$ cat src/rtl/timer_pkg.sv
// Shared definitions for the countdown timer and the score counter.
// State encodings are visible on the state output for display blinking.
package timer_pkg;

  localparam int unsigned CNT_W = 7;

  typedef enum logic [1:0] {
    ST_IDLE  = 2'd0,
    ST_RUN   = 2'd1,
    ST_PAUSE = 2'd2,
    ST_DONE  = 2'd3
  } state_t;

endpackage

$ cat src/rtl/sec_tick_gen.sv
// One-second prescaler: counts 0..CLK_FREQ-1 while enabled and pulses tick on the
// terminal count. clr wins over en so a restart always begins a fresh second.
module sec_tick_gen #(
  parameter int unsigned CLK_FREQ = 50_000_000
) (
  input  logic sclk,
  input  logic rst,
  input  logic en,
  input  logic clr,
  output logic tick
);

  localparam int unsigned PW = (CLK_FREQ > 2) ? $clog2(CLK_FREQ) : 1;
  localparam logic [PW-1:0] TERM = PW'(CLK_FREQ - 1);

  logic [PW-1:0] presc_q;

  assign tick = en && (presc_q == TERM);

  always_ff @(posedge sclk) begin
    if (rst || clr) begin
      presc_q <= '0;
    end else if (en) begin
      presc_q <= tick ? '0 : presc_q + 1'b1;
    end
  end

endmodule

$ cat src/rtl/down_timer.sv
// Seconds countdown timer: loads START_VAL on key_start, decrements once per second
// in RUN, stops at zero with a one-cycle done pulse.
module down_timer
  import timer_pkg::*;
#(
  parameter int unsigned CLK_FREQ  = 50_000_000,
  parameter int unsigned START_VAL = 60
) (
  input  logic             sclk,
  input  logic             rst,
  input  logic             key_start,
  input  logic             key_pause,
  output logic [CNT_W-1:0] cnt,
  output logic             running,
  output logic             done,
  output logic [1:0]       state
);

  localparam logic [CNT_W-1:0] START = CNT_W'(START_VAL);
  localparam logic [CNT_W-1:0] ONE   = CNT_W'(1);

  state_t           state_q, state_d;
  logic [CNT_W-1:0] cnt_q, cnt_d;
  logic             running_q, done_q, done_d;
  logic             tick, presc_en, presc_clr;

  // A pause pulse freezes the prescaler in the same cycle, so a coincident tick is
  // dropped and the fractional second survives until resume.
  assign presc_en  = (state_q == ST_RUN) && !key_pause;
  assign presc_clr = key_start;

  sec_tick_gen #(
    .CLK_FREQ(CLK_FREQ)
  ) u_sec_tick_gen (
    .sclk (sclk),
    .rst  (rst),
    .en   (presc_en),
    .clr  (presc_clr),
    .tick (tick)
  );

  always_comb begin
    state_d   = state_q;
    cnt_d     = cnt_q;
    done_d    = 1'b0;
    if (key_start) begin
      state_d = ST_RUN;
      cnt_d   = START;
    end else begin
      unique case (state_q)
        ST_RUN: begin
          if (key_pause) begin
            state_d = ST_PAUSE;
          end else if (tick) begin
            if (cnt_q > ONE) begin
              cnt_d = cnt_q - ONE;
            end else begin
              cnt_d   = '0;
              state_d = ST_DONE;
              done_d  = 1'b1;
            end
          end
        end
        ST_PAUSE: begin
          if (key_pause) state_d = ST_RUN;
        end
        default: ;
      endcase
    end
  end

  always_ff @(posedge sclk) begin
    if (rst) begin
      state_q   <= ST_IDLE;
      cnt_q     <= START;
      running_q <= 1'b0;
      done_q    <= 1'b0;
    end else begin
      state_q   <= state_d;
      cnt_q     <= cnt_d;
      running_q <= (state_d == ST_RUN);
      done_q    <= done_d;
    end
  end

  assign cnt     = cnt_q;
  assign running = running_q;
  assign done    = done_q;
  assign state   = state_q;

endmodule

$ cat config.mk
export PLATFORM = sky130hd
export DESIGN_NAME = down_timer
export DESIGN_NICKNAME = d
export VERILOG_FILES = /design/src/rtl/timer_pkg.sv /design/src/rtl/sec_tick_gen.sv /design/src/rtl/down_timer.sv
export SDC_FILE = /design/constraint.sdc
export NUM_CORES = 1
export LEC_CHECK = 0
export CORE_ASPECT_RATIO = 0.6
export CORE_MARGIN = 4
export CORE_UTILIZATION = 49
export DETAILED_ROUTE_END_ITERATION = 7
export HOLD_SLACK_MARGIN = 0.12
export PLACE_DENSITY = 0.79
export SYNTH_ARGS = -nofsm -noshare
export SYNTH_HDL_FRONTEND = slang
export SYNTH_SLANG_ARGS = --single-unit
$ cat constraint.sdc
create_clock -name sclk -period 3.2 [get_ports sclk]
set_clock_uncertainty 0.1 [all_clocks]
set_input_delay 0.48 -clock sclk [delete_from_list [all_inputs] [get_ports sclk]]
set_output_delay 0.48 -clock sclk [all_outputs]
set_load 0.01 [all_outputs]
Yosys cells after proc, flatten, opt, wreduce, memory -nomap -nowiden --
Cells that the tools add are included.
Word-level totals: register bits 37, logic and storage cells 31, output and inout bits 11, input bits 4
Operators by class: reduce and logical (&&, ||, !) cells 7, bitwise operators 3, multiplexer cells 9, $add $sub $neg 2, eq/ne operators 4, $lt $le $gt $ge 1
Operators with widths (number):
- $add 26x1->26 const B | 1
- $eq 26x26->1 const B | 1
- $mux 26 | 1
- $mux 2 | 5
- $gt 7x1->1 const B | 1
- $mux 7 | 1
- $sub 7x1->7 const B | 1
- $reduce_or 5->1 | 1
- $eq 2x1->1 const B | 2
- $pmux 2 s2 | 1
- $not 1->1 | 3
- $reduce_and 3->1 | 1
- $eq 2x2->1 const B | 1
- $logic_and 1x1->1 | 2
- $reduce_or 2->1 | 1
- $logic_not 1->1 | 1
- $logic_or 1x1->1 | 1
- $mux 1 | 1

Logic depth before layout (Yosys ltp) --
depth after elaboration 8, mapped depth 9, depth with buffers taken out 7

Modules after synthesis --
A second synthesis with hierarchy kept.
Unflattened totals: cells, all modules 220, area total of the unflattened synthesis 1934.4 µm²
By module, submodules not included:
- sec_tick_gen | area each 1343.8 µm², instances 1, seq. area each 520.5 µm², cells each 156
- down_timer | area each 590.6 µm², instances 1, seq. area each 220.2 µm², cells each 64

Worst setup path before layout --
Ideal clock, no wire load.
path kind flip-flop to flip-flop, start reg u_sec_tick_gen.presc_q[9], end reg running_q, in the netlist running, period minus slack after synthesis 2529 ps, setup time 115 ps, arrival time 2315 ps, stages on the path, launching flop included 6, path slack 671 ps, buffers on the path 0, required time 2985 ps, path through dfxtp_1 > or4b_1 > or4_4 > or4_4 > o31a_1 > o21a_1
On the way: cells in the longest elaborated chain, start to end 7
Ends and longest elaborated chain:
- start: declaration | line sec_tick_gen.sv:16 | logic [PW-1:0] presc_q;
- start signal: assignment | line sec_tick_gen.sv:24 | presc_q <= tick ? '0 : presc_q + 1'b1;
- $eq 26x26->1 | line sec_tick_gen.sv:18 | assign tick = en && (presc_q == TERM);
- $logic_and 1x1->1 | line sec_tick_gen.sv:18
- $mux 2 | line down_timer.sv:54 | end else if (tick) begin
- $mux 2 | line down_timer.sv:52 | if (key_pause) begin
- $pmux 2 s2 | line down_timer.sv:50 | unique case (state_q)
- $mux 2 | line down_timer.sv:46 | if (key_start) begin
- $eq 2x1->1 | line down_timer.sv:81 | running_q <= (state_d == ST_RUN);
- end signal: assignment | line down_timer.sv:81
- end: declaration | line down_timer.sv:24 | logic running_q, done_q, done_d;
No other way between the ends. A chain may end at the register's enable or synchronous reset.

Worst setup path after layout --
Same ends and word-level chain as after synthesis.

==> impl_metrics.yaml <==
clock_network:
  cts_max_level: 2
  cts_setup_buffers: 0
  clk_path_buf_depth: 2
  cts.reportedPaths.clkPinSlew_ns: 0.07
  clkSinkCount: 37
  number_of_cts_inserted_buffers: 5
  cts_hold_repair.buffers: 0
  cts_resized: 0
  clk_root_buffer_cell: "clkbuf_8"
  cts_tree: "yes"
  clkLatencyLatePin_ns: 0.29
cells_and_area:
  final_nets: 234
  fill_cells: 324
  layout_cells_sized_above_1: 0.08850
  multi_input_area_um2: 965.9
  sequential_cell_area_um2: 740.7
  area.growth.synth_to_final_pct: 16.04
  diodes: 0
  fin_cells: 271
route:
  average_detailed_routed_wire_length_per_instance_um: 13.87
  dr.first_iter.drc_count: 91
  via_per_inst: 5.446
  drt-pass1-iter-count: 4
  route.final.wire_length_um: 3758
  vias: 1476
  postRouteAntennaNets: 0
  drc: 0
logic_synthesis:
  async_flop_share: 0
  synth.avg_cell_area_um2: 8.642
  yosys_warning_count: 0
  number_of_flops_mapped_to_enable_cells_by_yosys: 0
  syn-cell-area_um2: 1763
  post_synthesis_cell_count: 204
  seq_area_frac_synth: 0.4202
  netlist-cell-type-count: 38
  synth_fp_nets: 213
  synth_seq_cells: 37
  postSynth.topFlopCell: "dfxtp_1"
die:
  core_area_um2: 3363
  die_width_um: 85.44
  die_area_um2: 4653
  start_util: 0.5242
  design.portCount: 15
  die_h_um: 54.46
  placement_rows: 16
critical_path:
  required_time_at_the_endpoint_of_the_critical_path_ns: 3.28
  worst_setup_path_end_kind: "flop"
  critPathMostFrequentCell: "or4_4"
  worst_path_max_delay_cell: "or4_4"
  setup.worst_path.start_class: "flop"
  class_of_the_most_critical_setup_path: "reg -> reg"
  cpPeakStageDelay_ns: 0.62
  timing.critical_path.arrival_ns: 2.87
  crit_fanout: 11
  cells_traversed_along_the_worst_timing_path: "or4b_1 -> or4_4 -> or4_4 -> o31a_1 -> o21a_1"
sta:
  timing.final.hold_violations: 0
  layout_setup_ws_ns: 0.4080
  final_period_minus_worst_setup_slack_ns: 2.792
  unrepaired_setup_endpoints_after_global_routing: "false"
  finalSetupViolCount: 0
  fin_tns_setup_ns: 0
  fmax_mhz: 358.2
  relSlewSlack: 0.6243
  whs_ns: 0.3923
  timing.final.crit_share: 0.8725
  max_slew.worst_pin.slew_ns: 0.5610
  final_max_slew_viol_count: 0
job:
  cap_violations: 0
pwr:
  p_per_area_nw_per_um2: 397.8
  netSwitchingFraction: 0.2288
  reported_net_switching_power_mw: 0.1862
  cell_internal_pwr_mw: 0.6276
  power.leakage_nw: 0.6825
  vdd.ir_drop.worst_v: 0.0002908
  combinationalPowerShare: 0.042
  pwr-share-clk: 0.387
  share_seq_of_total_power: 0.571
hold_path:
  worstHoldPathType: "reg -> reg"
place:
  placedCellCount: 263
  place_congestion: 0.8245
  dp_slack_ns: 0.4194
  numPortBuffers: 14
  hpwlAfterDp_um: 2759
global_route:
  antenna_found_initial: 0
  globalRouteTotalUtil: 0.1818
  first_pass_grt_wire_length_um: 6492
  grt_start_max_net_pins: 23
  global_route.overflow_total: 0
  first_global_vias: 1342
run_status:
  outcome: "finished clean"
registers in the layout, indices dropped and copies added, names as in the netlist:
name / count
u_sec_tick_gen.presc_q: 26
state: 2
running: 1
done: 1
cnt: 7
power groups by stage:
stage / clock network (mW) / registers [mW] / logic (mW)
4_1_cts: 0.320 / 0.465 / 0.0340
2_1_floorplan: 0 / 0.476 / 0.0191
3_3_place_gp: 0 / 0.475 / 0.0336
5_1_grt: 0.343 / 0.465 / 0.0375
6_report: 0.315 / 0.465 / 0.0339
3_5_place_dp: 0 / 0.475 / 0.0340
cell families (layout without fill, tap and decap cells):
logic type                 count (synthesis)  count (layout)  share of synthesized area
AOI/OAI and AO/OA                         20              20                    0.07737
DFF                                       37              37                     0.4202
xor gates and xnor gates                  23              23                     0.1143
adders and majority gates                  5               5                    0.03549
buffers and inverters                     11              33                    0.03194
and+or+nand+nor                          108             108                     0.3208
through the flow:
stage / util / power (mW) / area, um^2
final: 0.6083 / 0.8138 / 2046
after global routing: 0.6083 / 0.8453 / 2046
after CTS: 0.6083 / 0.8185 / 2046
after detailed placement: 0.5826 / 0.5094 / 1959
after global placement: 0.5826 / 0.5088 / 1959
after floorplan: - / 0.4952 / 1763
path summary, 6_finish.rpt:
kind / slack, ns / startpoint / end / cells past startpoint
setup / recovery: 0.41 / u_sec_tick_gen.presc_q[9]$_SDFFE_PP0P_ / running$_SDFF_PP0_ / 5
hold / removal: 0.39 / u_sec_tick_gen.presc_q[25]$_SDFFE_PP0P_ / u_sec_tick_gen.presc_q[25]$_SDFFE_PP0P_ / 2
setup reg to reg: 0.41 / u_sec_tick_gen.presc_q[9]$_SDFFE_PP0P_ / running$_SDFF_PP0_ / 5
hold reg to reg: 0.39 / u_sec_tick_gen.presc_q[25]$_SDFFE_PP0P_ / u_sec_tick_gen.presc_q[25]$_SDFFE_PP0P_ / 2
cells in the final DEF, fill, tap and decap left out, types with 7 or more instances in the layout:
cell              n
clkdlybuf4s50_1  14
dfxtp_1          37
inv_1             7
nand2_1          17
nand3_1          14
nand4_1           7
nor2_1           34
xnor2_1           7
xor2_1           16
layout make-up:
| class | count | share of cell area |
|---|---|---|
| clock buffer | 5 | 0.03364 |
| clock inverter | 3 | 0.008563 |
| inverter | 7 | 0.01284 |
| multi-input combinational | 156 | 0.4722 |
| sequential | 37 | 0.3621 |
| tap | 45 | 0.02752 |
| timing repair buffer | 18 | 0.08318 |
worst max-delay path, delay by kind of cell (launching register included):
family,cells,cell delay (ns)
AOI/OAI and AO/OA,2,0.53
DFF,1,0.35
and+or+nand+nor,3,1.70
synth_stat cells (all sizes together) (2+ instances only):
| cell type | number | area share |
|---|---|---|
| dfxtp | 37 | 0.42 |
| nor2 | 34 | 0.072 |
| nand2 | 18 | 0.040 |
| xor2 | 16 | 0.079 |
| nand3 | 14 | 0.040 |
| inv | 7 | 0.015 |
| nand4 | 7 | 0.025 |
| xnor2 | 7 | 0.035 |
| a21oi | 5 | 0.014 |
| and3 | 5 | 0.018 |
| ha | 5 | 0.035 |
| nor4 | 5 | 0.018 |
| o21ai | 5 | 0.014 |
| buf | 4 | 0.017 |
| nand3b | 3 | 0.013 |
| nand4b | 3 | 0.015 |
| nor2b | 3 | 0.011 |
| nor3 | 3 | 0.0085 |
| o211ai | 3 | 0.013 |
| or4 | 3 | 0.018 |
| and4 | 2 | 0.0099 |
| or2 | 2 | 0.0071 |
| or3 | 2 | 0.0071 |
layer usage:
| metal | global-route usage | part of all wire | vias to the layer above |
|---|---|---|---|
| met1 | 0.2645 | 0.55 | 670 |
| met3 | 0.05414 | 0.060 | 6 |
| met2 | 0.2603 | 0.38 | 46 |
| li1 | - | - | 754 |
| met5 | 0 | 0 | - |
| met4 | 0.04737 | 0.0075 | 0 |
No activity file was read; power rests on OpenSTA's default activity.
